--- src/rtl/uart_tx_arbiter.sv ---
// Round-robin arbiter sharing one UART transmitter between NUM_REQ byte sources.
// Tracks the transmitter's busy over a frame, then inserts an idle gap before the next grant.
module uart_tx_arbiter #(
  parameter int NUM_REQ      = 4,
  parameter int GAP_CYCLES   = 16,
  parameter int BUSY_TIMEOUT = 64
) (
  input  logic                       clk,
  input  logic                       rst,
  input  logic [NUM_REQ-1:0]         req,
  input  logic [NUM_REQ*8-1:0]       req_data,
  output logic [NUM_REQ-1:0]         ack,
  output logic [7:0]                 tx_data,
  output logic                       act,
  input  logic                       busy,
  output logic [$clog2(NUM_REQ)-1:0] owner,
  output logic                       active,
  output logic                       err,
  input  logic                       err_clr
);
  localparam int OW   = $clog2(NUM_REQ);
  localparam int CMAX = (GAP_CYCLES > BUSY_TIMEOUT) ? GAP_CYCLES : BUSY_TIMEOUT;
  localparam int CW   = $clog2(CMAX + 1);

  typedef enum logic [2:0] {IDLE, START, WAIT_BUSY, WAIT_DONE, GAP} state_t;

  state_t        state, nxt;
  logic [CW-1:0] cnt, cnt_nxt;
  logic [OW-1:0] ptr, sel, idx;
  logic          found, err_set;

  // first set request strictly after the last grant, wrapping around
  always_comb begin
    sel   = ptr;
    idx   = '0;
    found = 1'b0;
    for (int i = 1; i <= NUM_REQ; i++) begin
      idx = OW'((int'(ptr) + i) % NUM_REQ);
      if (!found && req[idx]) begin
        found = 1'b1;
        sel   = idx;
      end
    end
  end

  always_comb begin
    nxt     = state;
    cnt_nxt = cnt;
    err_set = 1'b0;
    case (state)
      IDLE: begin
        cnt_nxt = '0;
        if (found) nxt = START;
      end
      START: begin
        // the act cycle itself counts toward the busy timeout
        cnt_nxt = CW'(1);
        nxt     = WAIT_BUSY;
      end
      WAIT_BUSY: begin
        if (busy) begin
          nxt     = WAIT_DONE;
          cnt_nxt = '0;
        end else if (cnt >= CW'(BUSY_TIMEOUT - 1)) begin
          err_set = 1'b1;
          nxt     = GAP;
          cnt_nxt = '0;
        end else begin
          cnt_nxt = cnt + CW'(1);
        end
      end
      WAIT_DONE: begin
        cnt_nxt = '0;
        if (!busy) nxt = GAP;
      end
      GAP: begin
        if (cnt >= CW'(GAP_CYCLES - 1)) begin
          nxt     = IDLE;
          cnt_nxt = '0;
        end else begin
          cnt_nxt = cnt + CW'(1);
        end
      end
      default: nxt = IDLE;
    endcase
  end

  always_ff @(posedge clk or negedge rst) begin
    if (!rst) begin
      state   <= IDLE;
      cnt     <= '0;
      ptr     <= OW'(NUM_REQ - 1);
      owner   <= '0;
      tx_data <= '0;
      err     <= 1'b0;
    end else begin
      state <= nxt;
      cnt   <= cnt_nxt;
      if (state == IDLE && found) begin
        tx_data <= req_data[{sel, 3'b000} +: 8];
        owner   <= sel;
        ptr     <= sel;
      end
      if (err_set)      err <= 1'b1;
      else if (err_clr) err <= 1'b0;
    end
  end

  // outputs decode straight from state so reset clears them asynchronously
  assign act    = (state == START);
  assign active = (state != IDLE);

  for (genvar g = 0; g < NUM_REQ; g++) begin : g_ack
    assign ack[g] = act && (owner == OW'(g));
  end
endmodule

--- config.mk ---
export PLATFORM = sky130hd
export DESIGN_NAME = uart_tx_arbiter
export DESIGN_NICKNAME = d
export VERILOG_FILES = /design/src/rtl/uart_tx_arbiter.sv
export SDC_FILE = /design/constraint.sdc
export NUM_CORES = 1
export LEC_CHECK = 0
export ABC_AREA = 0
export CAP_MARGIN = 20
export CELL_PAD_IN_SITES_DETAIL_PLACEMENT = 1
export CELL_PAD_IN_SITES_GLOBAL_PLACEMENT = 1
export CORE_MARGIN = 4
export CORE_UTILIZATION = 31
export DETAILED_ROUTE_END_ITERATION = 8
export PLACE_DENSITY_LB_ADDON = 0.1
export SLEW_MARGIN = 20
export SYNTH_ARGS = -nofsm -noshare
export SYNTH_HDL_FRONTEND = slang
export SYNTH_SLANG_ARGS = --single-unit
--- constraint.sdc ---
create_clock -name clk -period 2.4 [get_ports clk]
set_input_delay 0.72 -clock clk [delete_from_list [all_inputs] [get_ports clk]]
set_output_delay 0.72 -clock clk [all_outputs]
set_load 0.05 [all_outputs]
==> impl_metrics.toml <==
[status]
outcome = "complete, no violations"

[min_path]
hold_class = "reg -> reg"

[layout]
antenna_cells_inserted = 0
area.growth.synth_to_final_pct = 61.9
finalNetCount = 286
highest_count_cells_in_the_layout_ignoring_fill_and_taps = "49 x sky130_fd_sc_hd__clkdlybuf4s50_1, 20 x sky130_fd_sc_hd__dfrtp_1, 19 x sky130_fd_sc_hd__buf_4"
nFillCells = 529
mostFrequentLayoutCell = "sky130_fd_sc_hd__clkdlybuf4s50_1"
final-instance-count-excl-fill = 296
drive_above_1_share_pct = 21.3

[placed_design]
hpwl_after_detailed_placement_mm = 4.17
place.gp.congestion = 0.825
placed_cells_incl_taps = 289
buffer_ports.inserted = 56

[clock_tree]
cts_made_buffers = 3
cts_tree = "done"
cts_sinks = 23
h-tree-depth = 1
cts.clk_slew.worst_paths_ps = 90
insertion_delay_ps = 270
cts_max_path_buffers = 2
cts_hold_repair.buffers = 0
ctsRootBufferMaster = "sky130_fd_sc_hd__clkbuf_8"

[pwr]
power.static_leakage_nw = 1.00
power.density_nw_per_um2 = 1280
irDropWorstVdd_uv = 840

[run]
cap_viol_max_count = 0

[synthesis]
synth.yosys.warnings = 0
yosys.area.top_type = "sky130_fd_sc_hd__dfrtp_1"
synthCells = 177
synth-edff-count = 0
ys_top_cells_by_area = "sky130_fd_sc_hd__dfrtp_1 35%, sky130_fd_sc_hd__a2111oi_0 9.4%, sky130_fd_sc_hd__nor3_1 5.7%"
ys_seq_elements = 23
synthFlopType = "sky130_fd_sc_hd__dfrtp_1"
synth.cell_area_um2 = 1490
ys_seq_area_share_pct = 38.7
ys_types = 40
async_flop_share_pct = 100
post-synth-top-area-fraction_pct = 35.2
postSynthAreaPerCell_um2 = 8.43
mappedNetlistNets = 218

[route]
vias = 1669
drt_first_pass_iters = 4
ant_nets = 0
drt_drc_violations_left = 0
routed_wire_length_per_instance_um = 19.7
detailedRoute.firstIterationViolations = 75
drt-total-wl_mm = 5.84
viasPerCell = 5.64

[floorplan]
floorplan.initialDensity_pct = 33.1
placementRows = 24
dieWidth_um = 77.4
floorplan_core_area_um2 = 4500
die_area_um2 = 5990
num_io_pins = 57
fp.dieH_um = 77.4

[timing]
setup_viol = 0
hold-worst-slack_ps = 536
min_period_ps = 2380
hold_viol = 0
final.setup_skew_ps = 2.91
tightest_slew_ps = 507
fin_crit_sh_pct = 99.4
achievable-frequency_mhz = 419
remaining_max_slew_budget_at_the_tightest_pin_pct = 66.1
fin_max_slew_vios = 0

[global_routing]
grt-ovfl-total = 0
grt_usage_pct = 18.2
grt_pass1_vias = 1803
grt_first_pass_wirelength_mm = 9.02
maximum_number_of_pins_on_one_net_before_global_route_repair = 24
grt_antenna_before_repair = 0

[critical_path]
startpoint_type = "primary input"
setup.worst_path.class = "in -> reg"
r2r_setup_slack_ps = 360
required_ps = 2540
critPathCaptureType = "register"
critPathMaxFanout = 8
cp.arrival_ps = 2520
==> cell type report <==
type | count | area (um^2) | area share, %
multi-input combinational | 133 | 932 | 38.6
clock inverter | 1 | 7.51 | 0.311
sequential | 23 | 579 | 24.0
clock buffer | 3 | 41.3 | 1.71
timing repair buffer | 74 | 753 | 31.2
tap | 52 | 65.1 | 2.69
inverter | 10 | 37.5 | 1.55
==> final timing paths <==
check | startpoint | endpoint | cells after the start
hold / removal | err | err | 2
setup reg to reg | state[2] | tx_data[5] | 4
setup / recovery | req[0] | tx_data[5] | 6
hold reg to reg | err | err | 2
min in group asynchronous | rst | state[1] | 2
max in group asynchronous | rst | ptr[1] | 2
==> synth_stat cells, types with 2 or more instances <==
cell,n
sky130_fd_sc_hd__mux2i_1,3
sky130_fd_sc_hd__xor2_1,2
sky130_fd_sc_hd__dfrtp_1,21
sky130_fd_sc_hd__or4b_1,2
sky130_fd_sc_hd__and2_1,2
sky130_fd_sc_hd__nor3b_1,3
sky130_fd_sc_hd__nor3_1,17
sky130_fd_sc_hd__dfstp_2,2
sky130_fd_sc_hd__a31oi_1,9
sky130_fd_sc_hd__inv_1,10
sky130_fd_sc_hd__clkbuf_1,4
sky130_fd_sc_hd__nand3b_1,2
sky130_fd_sc_hd__buf_2,3
sky130_fd_sc_hd__buf_1,2
sky130_fd_sc_hd__a21o_1,5
sky130_fd_sc_hd__nor2_1,17
sky130_fd_sc_hd__nand2_1,17
sky130_fd_sc_hd__a2111oi_0,16
sky130_fd_sc_hd__a22o_1,2
sky130_fd_sc_hd__and3_1,3
sky130_fd_sc_hd__nand3_1,4
sky130_fd_sc_hd__a21oi_1,7
sky130_fd_sc_hd__o21ai_0,7
==> cell families after synthesis <==
logic type | synth area share (%)
mux | 2.01
buf+inv | 6.29
simple gates | 23.9
fa+ha+maj | 0.838
xor+xnor | 1.17
flops | 38.7
compound gates | 27.1
==> routing by layer <==
metal / routed length (um) / track usage [%] / vias to the layer above
met1: 2650 / 25.3 / 823
met5: 0 / 0 / -
met3: 288 / 4.28 / 2
met2: 2890 / 29.5 / 50
met4: 8 / 2.31 / 0
li1: - / - / 794
==> repair_timing <==
item	4_1_cts	5_1_grt
pin swaps	0	2
setup endpoints to repair	6	12
gates resized for setup	11	19
setup buffers	0	3
==> power breakdown <==
| group | internal [mW] | switching, mW |
|---|---|---|
| clock network | 0.118 | 0.140 |
| registers | 0.552 | 0.204 |
| logic | 0.827 | 1.26 |
| total | 1.50 | 1.60 |
==> through the flow <==
stage          setup TNS (ps)  area, um^2  util, %  setup WS, ps  total power, mW
2_1_floorplan               0        1520        -          17.4             1.88
4_1_cts                     0        2330     51.8          6.53             2.93
6_report                    0        2420     53.6          15.6             3.10
3_5_place_dp            -3290        2260     50.1          -408             2.62
5_1_grt                  -177        2420     53.6         -53.3             3.32
3_3_place_gp            -2180        2260     50.1          -311             2.53
==> worst max-delay path: stages <==
cell and delay [ps]:
sky130_fd_sc_hd__clkdlybuf4s50_1 490, sky130_fd_sc_hd__and2b_1 240, sky130_fd_sc_hd__o21bai_4 190, sky130_fd_sc_hd__nand3_2 240, sky130_fd_sc_hd__a2111oi_1 530, sky130_fd_sc_hd__nor3_1 120
==> flip-flops by register name, indices dropped and copies added, names as in the netlist <==
signal,count
err,1
tx_data,8
state,3
cnt,7
ptr,2
owner,2
(Power assumes the default switching activity.)
==> variant (same flow settings) <==
The parameter `GAP_CYCLES` goes from 16 to 64.
--- a/src/rtl/uart_tx_arbiter.sv
+++ b/src/rtl/uart_tx_arbiter.sv
@@ -2,7 +2,7 @@
 // Tracks the transmitter's busy over a frame, then inserts an idle gap before the next grant.
 module uart_tx_arbiter #(
   parameter int NUM_REQ      = 4,
-  parameter int GAP_CYCLES   = 16,
+  parameter int GAP_CYCLES   = 64,
   parameter int BUSY_TIMEOUT = 64
 ) (
   input  logic                       clk,
Behaviour: same outputs for any inputs over 10 cycles, from zero or initial values and one cycle with rst low; that may be too few to reach the edited logic, so the function may still have changed.
==> variant against the original RTL <==
Synthesized cell count is 25% lower; sequential cell count stayed put; combinational power is 20% lower; global-route usage is 2.0 points lower; register-to-register slack better by 0.07 ns; hold slack worse by 0.039 ns; non-clock buffer count is 11 lower; largest cell class is now non-clock buffers; area after synthesis is 12% lower; clock power is 4% lower; cell area is 14% lower; power is 15% lower; setup slack better by 0.065 ns; sequential share of layout area is 3.9 points higher; routed wire length is 32% lower.
==> variant: results (changes against the original RTL) <==
[routing]
wl_met1_microns = 1800  ; -32%
met3_length_microns = 179  ; -38%
drtPass1Iterations = 4  ; unchanged
dr_wl_met2_microns = 1950  ; -32%
viasPerCell = 5.17  ; -8.3%
num_vias = 1261  ; -24%
routed.top_layer = met4
drt_iter0_drc = 58  ; -23%
final_antenna_net_count = 0  ; unchanged
drc = 0  ; unchanged
wire_per_inst_microns = 16.4  ; -17%

[grt]
use_met2 = 0.264  ; -0.0312
grt_pass1_vias = 1443  ; -20%
met1_usage = 0.212  ; -0.0412
grt_antenna_before_repair = 0  ; unchanged
grt_pass1_wl_microns = 6820  ; -24%
gr-usage-met3 = 0.0344  ; -0.00839
grt_max_degree = 24  ; unchanged
grt.busiest_layer = met2
track_usage = 0.162  ; -0.0196

[cts]
cts_resized = 1  ; -10
numCtsBuffers = 3  ; unchanged
clockBufferDepth = 2  ; unchanged
cts_max_level = 1  ; unchanged
root_buffer = clkbuf_8
post_cts.repair.setup_buffers = 0  ; unchanged
clkTransAtPathRegs_ns = 0.09  ; about the same
worstSkewPairLatency_ns = 0.27  ; about the same

[setup_path]
rrSetupSlack_ns = 0.43  ; +0.07 ns
worstPathArrival_ns = 1.60  ; -0.92 ns
slowest_delay_ns = 0.85  ; +0.32 ns
slowest_stage = clkdlybuf4s50_1
crit_family = buffers and inverters
critPathMaxFanout = 6  ; -2

[job]
max_cap_violations = 0  ; unchanged

[yosys]
syn-num-nets = 173  ; -21%
ys_types = 38  ; -5.0%
async_flop_share = 1.00  ; unchanged
synth_seq_area_share = 0.439  ; +0.0519
yosysWarningCount = 0  ; unchanged
netlist_top_cells_count = dfrtp_1, mux2i_1, nand2_1
yosys-top-cells-area = dfrtp_1, mux2i_1, o221ai_1
netlist_instances = 132  ; -25%

[layout]
reg_top3 = tx_data x8, cnt x7, state x3
drive_above_1_share = 0.149  ; -0.0636
antennaDiodeCount = 0  ; unchanged
filler_cell_count = 449  ; -15%
largest_reg_flops = 8  ; unchanged

[placed_design]
dpl.hpwl_microns = 3200  ; -23%
pre_cts_slack_ns = -0.0332  ; +0.375 ns
gp_congestion = 0.772  ; -6.5%
placed_cells_incl_taps = 239  ; -17%
place.port_buffers = 56  ; unchanged

[worst_hold_path]
hold_path_class = flop to flop

[power_and_ir_drop]
leakage_nw = 0.900  ; -10%
vdd_drop_max_mv = 0.628  ; -25%

[outcome]
status = complete, no violations

[timing]
fin_skew_ns = 0.00681  ; +0.00390 ns
final.period_utilization = 0.966  ; -0.0273
slew_headroom = 0.661  ; about the same

[variant: cell count changes after synthesis, sizes merged, moves of 7 or more]
| cell | unedited run | this run |
|---|---|---|
| nor3 | 17 | 3 |
| o221ai | 0 | 8 |
| a2111oi | 16 | 0 |
| nor2 | 17 | 6 |
| mux2i | 3 | 17 |
| a31oi | 9 | 2 |
[variant: power breakdown]
part,leakage (nW),total [mW],switching [mW],internal (mW)
combinational,0.588,1.67,0.960,0.710
clock,0.0228,0.247,0.128,0.119
sequential,0.289,0.712,0.166,0.546
total,0.900,2.63,1.25,1.38
[variant: logic make-up (layout without fill, tap and decap cells)]
family	Yosys count	count (layout)	share of synthesized area
fa+ha+maj	1	1	0.00950
compound gates	39	39	0.218
simple gates	39	39	0.147
mux	17	17	0.129
flops	23	23	0.439
buf+inv	13	75	0.0570
[variant: layout make-up]
class                   instances  area share
clock buffers                   4      0.0217
repair buffers                 63       0.330
flip-flops and latches         23       0.279
well taps                      50      0.0301
multi-input cells              96       0.325
inverters                       8      0.0144
[variant: path summary, 6_finish.rpt]
kind                             from    endpoint  cells after the start
hold / removal             tx_data[1]  tx_data[1]                      2
hold reg to reg            tx_data[1]  tx_data[1]                      2
setup reg to reg               cnt[0]      cnt[5]                      6
min in group asynchronous         rst    state[1]                      2
setup / recovery             owner[0]    owner[0]                      1
max in group asynchronous         rst      ptr[1]                      2
[variant: stage by stage]
step / hold slack, ns / instance area [sq um] / setup TNS, ns
2_1_floorplan: 0.424 / 1330 / 0
3_3_place_gp: 0.471 / 2020 / 0
3_5_place_dp: 0.475 / 2020 / -0.170
4_1_cts: 0.499 / 2070 / 0
5_1_grt: 0.536 / 2080 / -0.0208
6_report: 0.497 / 2080 / 0
